$ cat src/rtl/cpu_pkg.sv
// Shared fetch-unit types and defaults: FSM state enum, default parameters and
// the PC step derived from instruction width.
package cpu_pkg;

   localparam int unsigned XLEN_DEFAULT  = 32;
   localparam int unsigned ILEN_DEFAULT  = 32;
   localparam int unsigned DEPTH_DEFAULT = 4;
   localparam logic [63:0] RESET_PC_DEFAULT = 64'h0;

   typedef enum logic {
      StRun,
      StDrain
   } fetch_state_e;

   // Bytes the PC advances per fetched instruction.
   function automatic int unsigned pc_incr(input int unsigned ilen);
      return ilen / 8;
   endfunction

endpackage

$ cat src/rtl/fetch_queue.sv
// In-order fetch queue: entries are reserved at request time, filled in order as
// responses arrive, and popped from the head once filled.
module fetch_queue
   import cpu_pkg::*;
#(
   parameter int unsigned XLEN  = XLEN_DEFAULT,
   parameter int unsigned ILEN  = ILEN_DEFAULT,
   parameter int unsigned DEPTH = DEPTH_DEFAULT,
   localparam int unsigned CW   = $clog2(DEPTH + 1)
) (
   input  logic            clk,
   input  logic            reset,
   input  logic            alloc,
   input  logic [XLEN-1:0] alloc_pc,
   input  logic            fill,
   input  logic [ILEN-1:0] fill_instr,
   input  logic            pop,
   input  logic            flush,
   output logic            head_valid,
   output logic [XLEN-1:0] head_pc,
   output logic [ILEN-1:0] head_instr,
   output logic [CW-1:0]   count
);

   localparam int unsigned PW = $clog2(DEPTH);

   logic [XLEN-1:0]  pc_q    [DEPTH];
   logic [ILEN-1:0]  instr_q [DEPTH];
   logic [DEPTH-1:0] filled_q;
   logic [PW-1:0]    head_q, tail_q, fill_q;
   logic [CW-1:0]    count_q;

   // Fill always targets the oldest unfilled entry, so it can never collide
   // with the head being popped (filled) or the tail being reserved.
   always_ff @(posedge clk or posedge reset) begin
      if (reset) begin
         head_q   <= '0;
         tail_q   <= '0;
         fill_q   <= '0;
         count_q  <= '0;
         filled_q <= '0;
         for (int unsigned i = 0; i < DEPTH; i++) begin
            pc_q[i]    <= '0;
            instr_q[i] <= '0;
         end
      end else if (flush) begin
         head_q   <= '0;
         tail_q   <= '0;
         fill_q   <= '0;
         count_q  <= '0;
         filled_q <= '0;
      end else begin
         if (alloc) begin
            pc_q[tail_q]     <= alloc_pc;
            filled_q[tail_q] <= 1'b0;
            tail_q           <= tail_q + PW'(1);
         end
         if (fill) begin
            instr_q[fill_q]  <= fill_instr;
            filled_q[fill_q] <= 1'b1;
            fill_q           <= fill_q + PW'(1);
         end
         if (pop) begin
            filled_q[head_q] <= 1'b0;
            head_q           <= head_q + PW'(1);
         end
         count_q <= count_q + CW'(alloc) - CW'(pop);
      end
   end

   assign head_valid = filled_q[head_q];
   assign head_pc    = pc_q[head_q];
   assign head_instr = instr_q[head_q];
   assign count      = count_q;

endmodule

$ cat src/rtl/fetch_unit.sv
// Instruction fetch front end: PC generation, request credits, redirect flush and
// stale-response draining in front of an in-order fetch queue.
module fetch_unit
   import cpu_pkg::*;
#(
   parameter int unsigned      XLEN     = XLEN_DEFAULT,
   parameter int unsigned      ILEN     = ILEN_DEFAULT,
   parameter int unsigned      DEPTH    = DEPTH_DEFAULT,
   parameter logic [XLEN-1:0]  RESET_PC = RESET_PC_DEFAULT[XLEN-1:0]
) (
   input  logic            clk,
   input  logic            reset,
   output logic            imem_req_valid,
   input  logic            imem_req_ready,
   output logic [XLEN-1:0] imem_req_addr,
   input  logic            imem_rsp_valid,
   input  logic [ILEN-1:0] imem_rsp_data,
   input  logic            redirect_valid,
   input  logic [XLEN-1:0] redirect_pc,
   output logic            dec_valid,
   input  logic            dec_ready,
   output logic [ILEN-1:0] dec_instr,
   output logic [XLEN-1:0] dec_pc
);

   localparam int unsigned     CW   = $clog2(DEPTH + 1);
   localparam logic [XLEN-1:0] INCR = XLEN'(pc_incr(ILEN));

   fetch_state_e    state_q;
   logic [XLEN-1:0] pc_q;
   logic [CW-1:0]   inflight_q, inflight_d;
   logic [CW-1:0]   drop_q;
   logic [CW-1:0]   q_count;
   logic            req_fire, dec_fire, rsp_accept;

   // In RUN every in-flight request already holds a reserved queue entry, so
   // occupancy alone bounds entries plus outstanding requests.
   assign imem_req_valid = !reset && (state_q == StRun) && !redirect_valid &&
                           (q_count < CW'(DEPTH));
   assign imem_req_addr  = pc_q;

   assign req_fire   = imem_req_valid && imem_req_ready;
   assign dec_fire   = dec_valid && dec_ready;
   assign rsp_accept = imem_rsp_valid && (drop_q == '0);
   assign inflight_d = inflight_q + CW'(req_fire) - CW'(imem_rsp_valid);

   always_ff @(posedge clk or posedge reset) begin
      if (reset) begin
         state_q    <= StRun;
         pc_q       <= RESET_PC;
         inflight_q <= '0;
         drop_q     <= '0;
      end else begin
         inflight_q <= inflight_d;
         if (redirect_valid) begin
            // No request can fire this cycle, so inflight_d is the stale count.
            pc_q    <= redirect_pc;
            drop_q  <= inflight_d;
            state_q <= (inflight_d != '0) ? StDrain : StRun;
         end else begin
            unique case (state_q)
               StRun: begin
                  if (req_fire) pc_q <= pc_q + INCR;
               end
               StDrain: begin
                  if (imem_rsp_valid) begin
                     drop_q <= drop_q - CW'(1);
                     if (drop_q == CW'(1)) state_q <= StRun;
                  end
               end
               default: ;
            endcase
         end
      end
   end

   fetch_queue #(
      .XLEN  (XLEN),
      .ILEN  (ILEN),
      .DEPTH (DEPTH)
   ) u_queue (
      .clk        (clk),
      .reset      (reset),
      .alloc      (req_fire),
      .alloc_pc   (pc_q),
      .fill       (rsp_accept),
      .fill_instr (imem_rsp_data),
      .pop        (dec_fire),
      .flush      (redirect_valid),
      .head_valid (dec_valid),
      .head_pc    (dec_pc),
      .head_instr (dec_instr),
      .count      (q_count)
   );

   rsp_in_flight_a : assert property (@(posedge clk) disable iff (reset)
      imem_rsp_valid |-> (inflight_q != '0));

endmodule

$ cat config.mk
export PLATFORM = sky130hd
export DESIGN_NAME = fetch_unit
export DESIGN_NICKNAME = d
export VERILOG_FILES = /design/src/rtl/cpu_pkg.sv /design/src/rtl/fetch_queue.sv /design/src/rtl/fetch_unit.sv
export SDC_FILE = /design/constraint.sdc
export NUM_CORES = 1
export LEC_CHECK = 0
export CAP_MARGIN = 0
export CORE_AREA = 2 2 157 159
export DETAILED_ROUTE_END_ITERATION = 8
export DIE_AREA = 0 0 159 161
export HOLD_SLACK_MARGIN = 0.05
export PLACE_DENSITY = 0.83
export SYNTH_ARGS = -nofsm -noshare
export SYNTH_HDL_FRONTEND = slang
export SYNTH_HIERARCHICAL = 1
export SYNTH_SLANG_ARGS = --single-unit
$ cat constraint.sdc
create_clock -name clk -period 19.7 [get_ports clk]
set_input_delay 3.94 -clock clk [delete_from_list [all_inputs] [get_ports clk]]
set_output_delay 3.94 -clock clk [all_outputs]
set_load 0.05 [all_outputs]
==> results.json, run 1 <==
{
  "status": "finished clean",
  "synth.avg_cell_area_um2": 14.9,
  "grtUsageMet1": 0.336,
  "crit_chain": "clkdlybuf4s50_1 > or4_4 > clkinv_1 > clkdlybuf4s50_1",
  "grtUsageMet3": 0.0426,
  "async_flop_share": 1.00,
  "layout.cells.most_common": "dfrtp_1",
  "worst_pin_slew_ns": 1.12,
  "critPathCaptureType": "primary output",
  "drt-initial-drc-count": 585,
  "ys_seq_area_frac": 0.533,
  "final_cell_area_mm2": 0.0173,
  "yosysTopAreaCell": "dfrtp_1",
  "synth_edf_count": 0,
  "clkSlewWorstSetupHoldPaths_ns": 0.06,
  "die-area_mm2": 0.0256,
  "core_area_mm2": 0.0240,
  "drc": 0,
  "grt_usage": 0.246,
  "holdBufCountCts": 0,
  "grt_max_degree": 101,
  "pwr_density_cell_mw_per_mm2": 127,
  "layout-drive-gt1-share": 0.334,
  "hold_violations": 0,
  "cts_sinks": 308,
  "die_w_um": 159,
  "row_count": 57,
  "fmax_mhz": 99.7,
  "path_buf_inv": 3,
  "post_cts_buffers": 0,
  "maxCapViolCount": 0,
  "crit_fanout": 10,
  "vias": 8826,
  "syn_nets": 1065,
  "worstSetupPathType": "input pin to primary output",
  "start_kind": "input pin",
  "synth_seq_cells": 308,
  "portBuffers": 167,
  "tns_ns": 0,
  "arrival_ns": 6.09,
  "cts_root_buffer": "clkbuf_16",
  "critPathMaxStageDelay_ns": 0.86,
  "busiest_layer": "met2",
  "cts_tree": "built",
  "min_period_ns": 10.03,
  "vdd_drop_max_mv": 0.0762,
  "cp_slowest_cell": "clkdlybuf4s50_1",
  "synth_top_cells_by_area": "dfrtp_1 (53%), mux2_2 (19%), mux4_2 (10%)",
  "synthCells": 973,
  "grt_first_pass_wirelength_mm": 50.1,
  "cts_resized": 0,
  "yosys_warnings": 6,
  "htreeDepth": 2,
  "final_cell_mix": "dfrtp_1 (306), mux2_2 (244), clkdlybuf4s50_1 (166)",
  "ios": 168,
  "clock_latency_ns": 0.50,
  "clockBufferDepth": 3,
  "synth_area_mm2": 0.0145,
  "grt_pass1_vias": 9408,
  "routedWlPerCell_um": 20.7,
  "required_ns": 15.76,
  "p_leak_uw": 0.00795,
  "slew_violations": 0,
  "skew_ns": 0.0110,
  "vias_per_cell": 5.99,
  "path_common_cell": "clkdlybuf4s50_1",
  "antenna_found_initial": 0,
  "yosysTopAreaCellShare": 0.533,
  "wl_mm": 30.5,
  "rsz0062_at_grt": "false",
  "use_met2": 0.408,
  "syn2layout_area_growth_pct": 19.3,
  "setup_viol": 0,
  "dieHeight_um": 161,
  "globalplace.congestion": 0.782,
  "dr.pass1.iters": 5,
  "final_nets": 1217,
  "crit_family": "buffers and inverters",
  "relSlewSlack": 0.255,
  "dp_hpwl_mm": 18.9,
  "min_path_type": "flop to flop",
  "ys_types": 48,
  "synthFlopType": "dfrtp_1",
  "cp-startpoint": "reset",
  "postRouteAntennaNets": 0,
  "placed_cell_area_mm2": 0.0161,
  "start_util": 0.604,
  "overflow": 0,
  "diodes": 0,
  "post-route-period-util": 0.509,
  "regToRegStartpoint": "u_queue/head_q[0]$_DFFE_PP0P_",
  "hold_start": "u_queue/instr_q[63]$_DFFE_PP0P_",
  "cts_made_buffers": 34,
  "p_total_uw": 2190
}
kinds of logic (layout without fill, tap and decap cells):
kind of cell	after synthesis	count (layout)	share of synthesized area
AOI/OAI and AO/OA	59	59	0.0277
xor gates and xnor gates	16	16	0.0106
adders and majority gates	22	22	0.0201
buffers and inverters	78	255	0.0364
DFF	308	308	0.533
muxes	327	327	0.305
and+or+nand+nor	163	163	0.0675
cells in the mapped netlist (all sizes together) (5+ instances only):
library cell  instances
o31ai                10
mux4                 65
nand2                39
ha                   20
nand3b                9
xnor2                 7
a221oi                6
nor2b                 5
or4                  17
buf                  44
clkbuf               13
and3                  6
and4                  6
mux2                258
nor2                 25
nand4                13
xor2                  8
inv                  20
and2                  5
a31oi                12
dfrtp               308
nand3                23
o21ai                18
state kept, by name, indices dropped and copies added (netlist names):
| name | count |
|---|---|
| imem_req_addr | 32 |
| u_queue/instr_q | 128 |
| drop_q | 3 |
| u_queue/tail_q | 2 |
| u_queue/fill_q | 2 |
| state_q | 1 |
| u_queue/head_q | 2 |
| u_queue/count | 3 |
| u_queue/filled_q | 4 |
| u_queue/pc_q | 128 |
| inflight_q | 3 |
area by class of cell:
type | count | area [um2]
clock buffer | 54 | 1050
clock inverter | 7 | 62.6
fill | 1572 | 6700
sequential | 308 | 7710
timing repair buffer | 173 | 1710
tap | 324 | 405
inverter | 21 | 86.3
multi-input combinational | 587 | 6230
worst register-to-register path, cell delays in order, from the launching register on:
cell and delay [ns]:
dfrtp_4 0.86, buf_4 0.65, mux4_2 0.45, and2_1 0.27, ha_1 0.33, inv_1 0.06
ha_1 0.13, inv_1 0.05, fa_1 0.36, xnor3_1 0.21, nor2_1 0.04
per-stage QoR:
step	util	setup slack [ns]	hold slack, ns	cells
2_1_floorplan	-	8.35	0.459	973
3_3_place_gp	0.674	9.71	0.471	1413
3_5_place_dp	0.674	9.68	0.477	1413
4_1_cts	0.720	9.68	0.492	1474
5_1_grt	0.720	9.59	0.506	1474
6_report	0.720	9.67	0.490	1474
worst paths after layout:
kind | end | slack [ns] | depth (start not counted)
min | u_queue/instr_q[63]$_DFFE_PP0P_ | 0.49 | 1
max reg2reg | u_queue/count[2]$_DFF_PP0_ | 16.13 | 10
min in group asynchronous | u_queue/pc_q[72]$_DFFE_PP0P_ | 4.06 | 2
min reg2reg | u_queue/instr_q[63]$_DFFE_PP0P_ | 0.49 | 1
max | imem_req_valid | 9.67 | 4
max in group asynchronous | u_queue/head_q[1]$_DFFE_PP0P_ | 14.06 | 3
power by group:
part | total [uW] | switching, uW | internal (uW)
clock network | 618 | 240 | 379
registers | 814 | 74.2 | 740
logic | 754 | 436 | 318
per-layer routing:
metal | vias up | share of wire
met5 | - | 0
met4 | 0 | 0.023
met3 | 48 | 0.047
met2 | 238 | 0.50
met1 | 4613 | 0.43
li1 | 3927 | -
Power figures use the tool's default switching activity.
==> run 2: changes to the inputs <==
--- a/config.mk
+++ b/config.mk
@@ -6,11 +6,11 @@
 export NUM_CORES = 1
 export LEC_CHECK = 0
 export CAP_MARGIN = 0
-export CORE_AREA = 2 2 157 159
+export CORE_AREA = 2 2 164 166
 export DETAILED_ROUTE_END_ITERATION = 8
-export DIE_AREA = 0 0 159 161
+export DIE_AREA = 0 0 166 168
 export HOLD_SLACK_MARGIN = 0.05
-export PLACE_DENSITY = 0.83
+export PLACE_DENSITY = 0.77
 export SYNTH_ARGS = -nofsm -noshare
 export SYNTH_HDL_FRONTEND = slang
 export SYNTH_HIERARCHICAL = 1
==> constraint.sdc (replaced) <==
create_clock -name clk -period 9.5 [get_ports clk]
set_input_delay 1.9 -clock clk [delete_from_list [all_inputs] [get_ports clk]]
set_output_delay 1.9 -clock clk [all_outputs]
set_load 0.05 [all_outputs]
==> run 2 against run 1 <==
Final cell count grew 1.3%; clock-buffer cell count shrank 3; first-iteration DRC count shrank 6.0%; die area grew 8.9%; setup slack lost 6.1 ns; total power grew 110%; hold slack lost 0.0011 ns; critical path type unchanged.
==> results.json, run 2 (same netlist as run 1, synthesis figures left out) <==
{
  "clock_latency_ns": 0.52,
  "die_w_um": 166,
  "critPathMaxStageDelay_ns": 0.85,
  "final_cell_mix": "dfrtp_1 (306), mux2_2 (244), clkdlybuf4s50_1 (166)",
  "dp_slack_ns": 3.53,
  "postRouteAntennaNets": 0,
  "vias": 8806,
  "dp_hpwl_mm": 19.1,
  "crit_chain": "clkdlybuf4s50_1 > or4_4 > clkinv_1 > clkdlybuf4s50_1",
  "tns_ns": 0,
  "clockBufferDepth": 3,
  "die-area_mm2": 0.0279,
  "htreeDepth": 2,
  "min_period_ns": 5.97,
  "crit_fanout": 10,
  "core_area_mm2": 0.0264,
  "finalWorstSetupSlack_ns": 3.53,
  "cts_root_buffer": "clkbuf_16",
  "switching_share": 0.340,
  "post-route-period-util": 0.629,
  "ios": 168,
  "fillers": 1886,
  "grt_first_pass_wirelength_mm": 50.3,
  "drc": 0,
  "seq_power_share": 0.361,
  "dr.pass1.iters": 5,
  "maxCapViolCount": 0,
  "slew_violations": 0,
  "final_nets": 1217,
  "start_kind": "input pin",
  "p_sw_uw": 1590,
  "worst_pin_slew_ns": 1.09,
  "overflow": 0,
  "wl_mm": 31.1,
  "hold_violations": 0,
  "min_path_type": "flop to flop",
  "path_common_cell": "clkdlybuf4s50_1",
  "cp_slowest_cell": "clkdlybuf4s50_1",
  "post_cts_buffers": 0,
  "relSlewSlack": 0.272,
  "grt_usage": 0.227,
  "grt_max_degree": 147,
  "cts_tree": "built",
  "rsz0062_at_grt": "false",
  "p_leak_uw": 0.00801,
  "layout.cells.most_common": "dfrtp_1",
  "critPathCaptureType": "primary output",
  "clkPwrFrac": 0.304,
  "dieHeight_um": 168,
  "skew_ns": 0.0281,
  "setup_viol": 0,
  "cts_resized": 0,
  "crit_family": "buffers and inverters",
  "clkSlewWorstSetupHoldPaths_ns": 0.06,
  "path_buf_inv": 3,
  "fmax_mhz": 167,
  "arrival_ns": 4.07,
  "cts_made_buffers": 35,
  "portBuffers": 167,
  "grt_pass1_vias": 9007,
  "cts_sinks": 308,
  "antenna_found_initial": 1,
  "status": "finished clean",
  "worstSetupPathType": "input pin to primary output",
  "syn2layout_area_growth_pct": 20.4,
  "drt-initial-drc-count": 550,
  "routedWlPerCell_um": 20.9,
  "globalplace.congestion": 0.741,
  "holdBufCountCts": 0,
  "layout-drive-gt1-share": 0.337,
  "vias_per_cell": 5.90,
  "power_frac_comb": 0.335,
  "seqCellArea_mm2": 0.00771,
  "multi_input_area_mm2": 0.00623,
  "start_util": 0.549,
  "intPower_uw": 3090,
  "row_count": 60,
  "pwr_density_cell_mw_per_mm2": 269,
  "vdd_drop_max_mv": 0.263,
  "required_ns": 7.60
}
run 2: final cells by class:
cell class,count,share of cell area
Sequential cell,308,0.443
Multi-Input combinational cell,587,0.358
Timing Repair Buffer,172,0.0986
Clock buffer,51,0.0590
Tap cell,341,0.0245
Clock inverter,12,0.0119
Inverter,21,0.00496
Antenna cell,1,0.000144
run 2: layer usage:
layer / track usage / vias to the layer above / wire length, um
li1: - / 3946 / -
met5: 0 / - / 0
met1: 0.310 / 4617 / 13700
met3: 0.0386 / 47 / 1340
met4: 0.0665 / 0 / 655
met2: 0.378 / 196 / 15400
run 2: power groups by stage:
stage	clock, uW	sequential, uW	combinational [uW]
6_report	1420	1690	1570
5_1_grt	1510	1720	1640
3_5_place_dp	0	1710	1570
2_1_floorplan	0	1700	1100
4_1_cts	1450	1690	1580
3_3_place_gp	0	1690	1550
run 2: path summary, 6_finish.rpt:
path                                                    to  slack (ns)                       startpoint  cells after the start
setup / recovery                            imem_req_valid        3.53                            reset                      4
setup reg to reg                u_queue/count[2]$_DFF_PP0_        5.80    u_queue/head_q[1]$_DFFE_PP0P_                     10
hold reg to reg            u_queue/instr_q[33]$_DFFE_PP0P_        0.49  u_queue/instr_q[33]$_DFFE_PP0P_                      1
min in group asynchronous     imem_req_addr[6]$_DFFE_PP0N_        1.81                            reset                      2
max in group asynchronous    u_queue/head_q[1]$_DFFE_PP0P_        6.12                            reset                      3
hold / removal             u_queue/instr_q[33]$_DFFE_PP0P_        0.49  u_queue/instr_q[33]$_DFFE_PP0P_                      1
run 2: metrics by stage:
stage / total power, uW / utilization / hold WS, ns / instances / instance area, um2
global route: 4870 / 0.661 / 0.505 / 1493 / 17400
CTS: 4720 / 0.661 / 0.494 / 1492 / 17400
floorplan: 2800 / - / 0.459 / 973 / 14500
global placement: 3240 / 0.614 / 0.469 / 1429 / 16200
finish: 4680 / 0.661 / 0.489 / 1493 / 17400
detailed placement: 3280 / 0.614 / 0.480 / 1429 / 16200
